**config.mk**
```make
export PLATFORM = sky130hd
export DESIGN_NAME = muldiv_unit
export DESIGN_NICKNAME = d
export VERILOG_FILES = /design/src/rtl/muldiv_unit.sv
export SDC_FILE = /design/constraint.sdc
export NUM_CORES = 1
export LEC_CHECK = 0
export ABC_AREA = 1
export CORE_MARGIN = 3
export CORE_UTILIZATION = 50
export CTS_BUF_LIST = sky130_fd_sc_hd__clkbuf_4 sky130_fd_sc_hd__clkbuf_8 sky130_fd_sc_hd__clkbuf_16
export CTS_CLUSTER_DIAMETER = 80
export DETAILED_ROUTE_END_ITERATION = 10
export PLACE_DENSITY_LB_ADDON = 0.08
export SKIP_LAST_GASP = 1
export SYNTH_ARGS = -nofsm -noshare
export SYNTH_HDL_FRONTEND = slang
export SYNTH_SLANG_ARGS = --single-unit
```
**constraint.sdc**
```tcl
create_clock -name clk -period 4.4 [get_ports clk]
set_input_delay 1.32 -clock clk [delete_from_list [all_inputs] [get_ports clk]]
set_output_delay 1.32 -clock clk [all_outputs]
set_load 0.05 [all_outputs]
```
**src/rtl/muldiv_unit.sv**
```systemverilog
// Iterative RV32M multiply/divide unit: shift-add multiply, restoring divide,
// one result bit per cycle, result held until the consumer accepts it.
//
// state | meaning
// IDLE  | ready for a request
// CALC  | WORD iterations of shift-add or restoring division
// FIX   | sign correction and output selection
// DONE  | Result valid, waiting for Out_ready
module muldiv_unit #(
  parameter int WORD = 32
) (
  input  logic            clk,
  input  logic            rst_n,
  input  logic            Flush,
  input  logic            In_valid,
  output logic            In_ready,
  input  logic [2:0]      Function_select,
  input  logic [WORD-1:0] A_in,
  input  logic [WORD-1:0] B_in,
  output logic            Out_valid,
  input  logic            Out_ready,
  output logic [WORD-1:0] Result,
  output logic            Busy
);

  localparam int CW = $clog2(WORD + 1);
  localparam logic [WORD-1:0] MIN_NEG = {1'b1, {(WORD-1){1'b0}}};

  typedef enum logic [1:0] {S_IDLE, S_CALC, S_FIX, S_DONE} state_t;

  state_t              state_q, state_d;
  logic [2:0]          func_q, func_d;
  logic                neg_q, neg_d;
  logic [WORD-1:0]     a_q, a_d;
  logic [WORD-1:0]     b_q, b_d;
  logic [2*WORD-1:0]   prod_q, prod_d;
  logic [WORD-1:0]     rem_q, rem_d;
  logic [WORD-1:0]     quo_q, quo_d;
  logic [CW-1:0]       cnt_q, cnt_d;
  logic [WORD-1:0]     result_q, result_d;
  logic                in_ready_q, in_ready_d;
  logic                out_valid_q, out_valid_d;
  logic                busy_q, busy_d;

  logic                sign_a_en, sign_b_en;
  logic                sa, sb;
  logic [WORD-1:0]     abs_a, abs_b;
  logic                div_zero, div_ovf;
  logic [WORD-1:0]     special_val;
  logic [WORD:0]       add_sum;
  logic [2*WORD-1:0]   prod_step;
  logic [WORD:0]       div_shift, div_diff;
  logic [2*WORD-1:0]   prod_fix;
  logic [WORD-1:0]     quo_fix, rem_fix;
  logic [WORD-1:0]     fix_sel;

  always_comb begin
    sign_a_en = 1'b0;
    sign_b_en = 1'b0;
    case (Function_select)
      3'd1, 3'd4, 3'd6: begin sign_a_en = 1'b1; sign_b_en = 1'b1; end
      3'd2:             sign_a_en = 1'b1;
      default:          ;
    endcase
    sa    = sign_a_en & A_in[WORD-1];
    sb    = sign_b_en & B_in[WORD-1];
    abs_a = sa ? -A_in : A_in;
    abs_b = sb ? -B_in : B_in;

    div_zero = Function_select[2] && (B_in == '0);
    div_ovf  = ((Function_select == 3'd4) || (Function_select == 3'd6)) &&
               (A_in == MIN_NEG) && (B_in == '1);
    // Function_select[1] distinguishes REM* from DIV* within the divide group
    if (Function_select[1])
      special_val = div_zero ? A_in : '0;
    else
      special_val = div_zero ? '1 : A_in;
  end

  always_comb begin
    add_sum   = {1'b0, prod_q[2*WORD-1:WORD]} + {1'b0, a_q};
    prod_step = prod_q[0] ? {add_sum, prod_q[WORD-1:1]}
                          : {1'b0, prod_q[2*WORD-1:1]};

    div_shift = {rem_q, quo_q[WORD-1]};
    div_diff  = div_shift - {1'b0, b_q};

    prod_fix = neg_q ? -prod_q : prod_q;
    quo_fix  = neg_q ? -quo_q : quo_q;
    rem_fix  = neg_q ? -rem_q : rem_q;
    case (func_q)
      3'd0:             fix_sel = prod_fix[WORD-1:0];
      3'd1, 3'd2, 3'd3: fix_sel = prod_fix[2*WORD-1:WORD];
      3'd4, 3'd5:       fix_sel = quo_fix;
      default:          fix_sel = rem_fix;
    endcase
  end

  always_comb begin
    state_d  = state_q;
    func_d   = func_q;
    neg_d    = neg_q;
    a_d      = a_q;
    b_d      = b_q;
    prod_d   = prod_q;
    rem_d    = rem_q;
    quo_d    = quo_q;
    cnt_d    = cnt_q;
    result_d = result_q;

    if (Flush) begin
      state_d = S_IDLE;
    end else begin
      case (state_q)
        S_IDLE: begin
          if (In_valid) begin
            func_d = Function_select;
            neg_d  = (Function_select == 3'd6) ? sa : (sa ^ sb);
            a_d    = abs_a;
            b_d    = abs_b;
            prod_d = {{WORD{1'b0}}, abs_b};
            quo_d  = abs_a;
            rem_d  = '0;
            cnt_d  = CW'(WORD);
            if (div_zero || div_ovf) begin
              result_d = special_val;
              state_d  = S_DONE;
            end else begin
              state_d = S_CALC;
            end
          end
        end
        S_CALC: begin
          cnt_d = cnt_q - CW'(1);
          if (func_q[2]) begin
            // restore by keeping the shifted value when the trial subtract borrows
            if (!div_diff[WORD]) begin
              rem_d = div_diff[WORD-1:0];
              quo_d = {quo_q[WORD-2:0], 1'b1};
            end else begin
              rem_d = div_shift[WORD-1:0];
              quo_d = {quo_q[WORD-2:0], 1'b0};
            end
          end else begin
            prod_d = prod_step;
          end
          if (cnt_q == CW'(1))
            state_d = S_FIX;
        end
        S_FIX: begin
          result_d = fix_sel;
          state_d  = S_DONE;
        end
        S_DONE: begin
          if (Out_ready)
            state_d = S_IDLE;
        end
        default: state_d = S_IDLE;
      endcase
    end

    in_ready_d  = (state_d == S_IDLE);
    out_valid_d = (state_d == S_DONE);
    busy_d      = (state_d != S_IDLE);
  end

  always_ff @(posedge clk or negedge rst_n) begin
    if (!rst_n) begin
      state_q     <= S_IDLE;
      func_q      <= '0;
      neg_q       <= 1'b0;
      a_q         <= '0;
      b_q         <= '0;
      prod_q      <= '0;
      rem_q       <= '0;
      quo_q       <= '0;
      cnt_q       <= '0;
      result_q    <= '0;
      in_ready_q  <= 1'b1;
      out_valid_q <= 1'b0;
      busy_q      <= 1'b0;
    end else begin
      state_q     <= state_d;
      func_q      <= func_d;
      neg_q       <= neg_d;
      a_q         <= a_d;
      b_q         <= b_d;
      prod_q      <= prod_d;
      rem_q       <= rem_d;
      quo_q       <= quo_d;
      cnt_q       <= cnt_d;
      result_q    <= result_d;
      in_ready_q  <= in_ready_d;
      out_valid_q <= out_valid_d;
      busy_q      <= busy_d;
    end
  end

  assign In_ready  = in_ready_q;
  assign Out_valid = out_valid_q;
  assign Result    = result_q;
  assign Busy      = busy_q;

endmodule

```
# Word level (Yosys, flattened, before mapping)

Index checks and enable logic that the tools add are counted.

Output and inout port bits: 35
Word-level logic and storage cells: 101
Bits in registers: 239

Equal/unequal tests: 20
Muxes and demuxes: 35
Bitwise operators: 4
Reduce and logical (&&, ||, !) cells: 21
$add $sub $neg: 8

Operators by type and width:

| cell                                                                   | number |
|---|---|
| 32-bit two-way mux                                                     | 14 |
| 64-bit two-way mux                                                     | 4 |
| 32-bit one-hot mux with 2 select lines                                 | 3 |
| 32-bit negation                                                        | 4 |
| 64-bit one-hot mux with 2 select lines                                 | 1 |
| 32-bit one-hot mux with 3 select lines                                 | 1 |
| 32-bit equality test (second input constant)                           | 2 |
| 64-bit negation                                                        | 1 |
| 32-bit by 32-bit adder with 33-bit output                              | 1 |
| 33-bit by 32-bit subtractor with 33-bit output                         | 1 |
| 32-bit logical NOT                                                     | 1 |
| 3-bit equality test (second input constant)                            | 4 |
| 6-bit one-hot mux with 2 select lines                                  | 1 |
| 4-bit AND reduction                                                    | 3 |
| 2-bit two-way mux                                                      | 5 |
| 3-bit by 2-bit equality test with 1-bit output (second input constant) | 3 |
| 2-bit inequality test (second input constant)                          | 4 |
| 2-bit one-hot mux with 4 select lines                                  | 1 |
| 2-bit equality test (second input constant)                            | 3 |
| 3-bit by 1-bit equality test with 1-bit output (second input constant) | 2 |
| 6-bit by 1-bit equality test with 1-bit output (second input constant) | 1 |
| 6-bit two-way mux                                                      | 1 |
| 3-bit AND reduction                                                    | 2 |
| 2-bit nonzero test                                                     | 3 |
| 13 further kinds                                                       | 22 |

# Longest topological paths before layout

Depth in word-level cells: 10
Mapped depth: 17
Depth with buffers taken out: 16

# Least setup slack after synthesis

OpenSTA, ideal clock, no wires.

Path type: in2reg
From: input A_in[1]
To: register quo_q[22]
Slack: 1.551 ns
Data required time: 4.271 ns
Library setup time: 0.129 ns
Stages: 12
Data arrival time: 2.720 ns
Path buffers: 0
Cells stage by stage: inv_1 -> ha_1 -> nand3_1 -> nor2_2 -> nand3_1 -> nor2_1 -> nand2_1 -> nand2_1 -> o21ai_0 -> xor2_1 -> o21ai_0 -> o21ai_0

Word-level cells in the longest chain between the ends: 4

RTL lines:

| what                                   | line | RTL |
|---|---|---|
| start: declaration                     | 18   | `input logic [WORD-1:0] A_in,` |
| 32-bit negation                        | 67   | `abs_a = sa ? -A_in : A_in;` |
| 32-bit two-way mux                     | 67   |  |
| 32-bit two-way mux                     | 116  | `if (In_valid) begin` |
| 32-bit one-hot mux with 2 select lines | 114  | `case (state_q)` |
| end signal: assignment                 | 190  | `quo_q <= quo_d;` |
| end: declaration                       | 38   | `logic [WORD-1:0] quo_q, quo_d;` |

Every way passes these cells. The select of a mux whose other input is x is not followed.
A chain may end at the register's enable or synchronous reset.

# Worst setup path in the final report

From: register quo_q[31]
To: register rem_q[9]

Word-level cells in the longest chain between the ends: 4

RTL lines:

| what                                           | line | RTL |
|---|---|---|
| 33-bit by 32-bit subtractor with 33-bit output | 86   | `div_diff = div_shift - {1'b0, b_q};` |
| 32-bit two-way mux                             | 137  | `if (!div_diff[WORD]) begin` |
| 32-bit two-way mux                             | 135  | `if (func_q[2]) begin` |
| 32-bit one-hot mux with 2 select lines         | 114  |  |
| end signal: assignment                         | 189  | `rem_q <= rem_d;` |
| end: declaration                               | 37   | `logic [WORD-1:0] rem_q, rem_d;` |

Every way passes these cells. The select of a mux whose other input is x is not followed.

==> metrics <==
clk sinks=239; total power=roughly 0.011 W; Fillers=4314; Post-route DRC=0; Die Wd=213 um; vias in the first global route=22867; Critical Path Fanout Max=33; Core ar.=42200 um^2; die height=213 um; total track usage=38.8%; CTS clk-pin slew, worst paths=60 ps; RSZ-0062 raised after global routing=false; Max VDD drop=~480 uV; number of flops mapped to enable cells by yosys=0; Setup CP Type=register to register; via count=about 26000; Worst Setup End Kind=register; power density of the placed cells=476 nW/um^2; relative slew slack=32.4%; syn_area_per_cell=roughly 6.0 um^2; critical path's largest stage delay=540 ps; GP Congestion=1.07; Post-synth top flop=dfrtp_1; wire length per cell=between 20 and 25 um; Post-synth ARST share=100%; most frequent CP cell=nand2_1; max-slew violation count=0; Max Clk Rate=288 MHz; vias per cell=6.09; first-pass GRT wire length=136000 um; crit path cell chain=inv_1 -> ha_1 -> fa_1 -> o21ai_2 -> nand2_1 -> nand2_2 -> nand3_1 -> nand2_1 -> nand2_1 -> nand2_1 -> nand2_1 -> nand2_2 -> nand2_1 -> nand3_1 -> nand2_1; Seq/Total Area, Yosys=between 20 and 30%; post-detail-place hpwl=71500 um; num ports=107; gr ovfl total=0; CTS tree=yes; Area growth syn-to-layout=11.7%; Final Critical Period=~3500 ps; largest net degree at the start of global routing=102; max-cap violations=0; Antenna Nets Post-Route=0; Core Util, Final=56.9%; Resized Gates After CTS=0; Total Wirelength=90600 um; root cell of the clock tree=clkbuf_16; status=complete, no violations; crit path max-delay cell type=nand2_2; row count=between 70 and 80; first-pass iteration count of the detailed router=7; clock tree buffer depth=3; CP startpoint kind=register; Max H-tree Level=1; Setup TNS=0 ps; Fin Clk Skew=24.9 ps; starting density of the core=50.9%; initial antenna violation count=5; share of post-route cells with drive strength above 1=3.45%; Final Hold Viols=0; CTS Buf Count=30; # hold bufs at CTS=0; IO Port Bufs=106; Final #Nets=3769; Tcrit/Tclk final=78.9%; post-synthesis register bit count=239; clk_lat worst skew=between 600 and 700 ps; Critical Path RT=between 4000 and 5000 ps; CP arrival=between 3000 and 4000 ps; # setup viols final=0; Iter 0 DRT Violations=3716; Synth Instances=3582; Die ar.=between 40000 and 50000 um^2; leak pwr=11.8 nW; Tightest Pin Transition=between 1000 and 1500 ps; synthesized cell area=21500 um^2; crit-path leading delay family=simple AND/OR/NAND/NOR gates; # diodes=0; warnings from Yosys=0; Unique masters post-synth=46; Hold Crit Class=register to register; Post-CTS Setup Repair Bufs=0; Bufs and invs on worst path=1; net count after synthesis=3728
## cell families after synthesis
| group | after synthesis | synth area share (%) |
|---|---|---|
| simple gates | 1992 | 38.5 |
| fa+ha+maj | 74 | 4.38 |
| xor+xnor | 71 | 2.89 |
| flops | 239 | 27.8 |
| compound gates | 711 | 17.5 |
| buf+inv | 495 | 8.95 |
## layout make-up
class | count | area [um^2] | share of cell area [%]
Clock buffer | 39 | 862 | 3.59
Clock inverter | 17 | 183 | 0.761
Inverter | 371 | 1390 | 5.80
Multi-Input combinational cell | 2848 | 13600 | 56.7
Sequential cell | 239 | 5990 | 24.9
Tap cell | 539 | 674 | 2.81
Timing Repair Buffer | 133 | 1300 | 5.42
## synth_stat cells, types with 9 or more instances
cell type  number  area share, %
a31oi_1        20           0.58
nand3_1       317            7.4
nand3b_1       23           0.80
nor2_1        411            7.2
clkbuf_1       77            1.3
nand4_1        60            1.7
o211ai_1       31            1.1
o21a_1          9           0.31
inv_1         357            6.2
buf_2          25           0.58
dfrtp_1       238             28
xnor2_1        23           0.94
nor3_1         33           0.77
a21oi_1       258            6.0
nor4_1         12           0.35
xor2_1         48            2.0
buf_1          16           0.28
o21ai_1        40           0.93
nand2_1      1110             19
ha_1           72            4.2
inv_2          12           0.21
o21ai_0       324            7.5
## placed cells by master (no fill, tap or decap), types with 5 or more instances in the layout
| master | netlist | layout |
|---|---|---|
| a21oi_1 | 258 | 258 |
| a31oi_1 | 20 | 20 |
| buf_4 | 3 | 24 |
| clkbuf_16 | 0 | 30 |
| clkbuf_8 | 0 | 7 |
| clkdlybuf4s50_1 | 0 | 104 |
| clkinv_2 | 0 | 8 |
| dfrtp_1 | 238 | 237 |
| ha_1 | 72 | 72 |
| inv_1 | 357 | 356 |
| inv_2 | 12 | 13 |
| nand2_1 | 1110 | 1110 |
| nand3_1 | 317 | 317 |
| nand3b_1 | 23 | 23 |
| nand4_1 | 60 | 60 |
| nor2_1 | 411 | 409 |
| nor2_2 | 6 | 7 |
| nor3_1 | 33 | 33 |
| nor4_1 | 12 | 12 |
| o211ai_1 | 31 | 31 |
| o21a_1 | 9 | 9 |
| o21ai_0 | 324 | 324 |
| o21ai_1 | 40 | 40 |
| o22ai_1 | 6 | 6 |
| or2_2 | 5 | 5 |
| xnor2_1 | 23 | 23 |
| xor2_1 | 48 | 48 |
## metrics by stage
| step | worst slack, ps | cell area [um^2] | std cells | hold WS (ps) |
|---|---|---|---|---|
| 2_1_floorplan | 1550 | 21500 | 3582 | 453 |
| 3_3_place_gp | 514 | 23000 | 4130 | 466 |
| 3_5_place_dp | 429 | 23000 | 4130 | 464 |
| 4_1_cts | 1050 | 24000 | 4186 | 484 |
| 5_1_grt | 741 | 24000 | 4186 | 503 |
| 6_report | 930 | 24000 | 4186 | 483 |
## routing by layer
metal  global-route usage [%]  up-vias  wire (um)
met5                        0        -         55
met4                     12.7        8       3570
met3                     8.12      210      10400
met2                     57.6     1462      38300
met1                     56.6    11972      38300
li1                         -    11858          -
## where the power goes
| group | internal, W | switching [W] | total [W] | leakage (nW) |
|---|---|---|---|---|
| clock | 0.00151 | 0.00110 | 0.00261 | 0.519 |
| sequential | 0.00271 | 0.000637 | 0.00335 | 3.04 |
| combinational | 0.00158 | 0.00388 | 0.00546 | 8.23 |
## path summary, 6_finish.rpt
path	from	to	slack, ps	cells after the start
worst max register to register	quo_q[31]	rem_q[9]	930	15
worst min register to register	Result[21]	Result[21]	480	2
worst max-delay path	quo_q[31]	rem_q[9]	930	15
min in group asynchronous	rst_n	rem_q[23]	740	1
max in group asynchronous	rst_n	quo_q[24]	2750	2
worst min-delay path	Result[21]	Result[21]	480	2
## state kept, by name, indices dropped and copies added (netlist names), 2 cells and up
register	count
Result	32
a_q	32
b_q	32
cnt_q	6
func_q	3
prod_q	64
quo_q	32
rem_q	32
state_q	2
## worst register-to-register path: stages (launching register included)
cell and delay, ps:
dfrtp_1 360, inv_1 120, ha_1 240, fa_1 420
o21ai_2 370, nand2_1 120, nand2_2 130, nand3_1 90
nand2_1 200, nand2_1 210, nand2_1 140, nand2_1 70
nand2_2 540, nand2_1 160, nand3_1 110, nand2_1 60
Power figures use the tool's default switching activity.
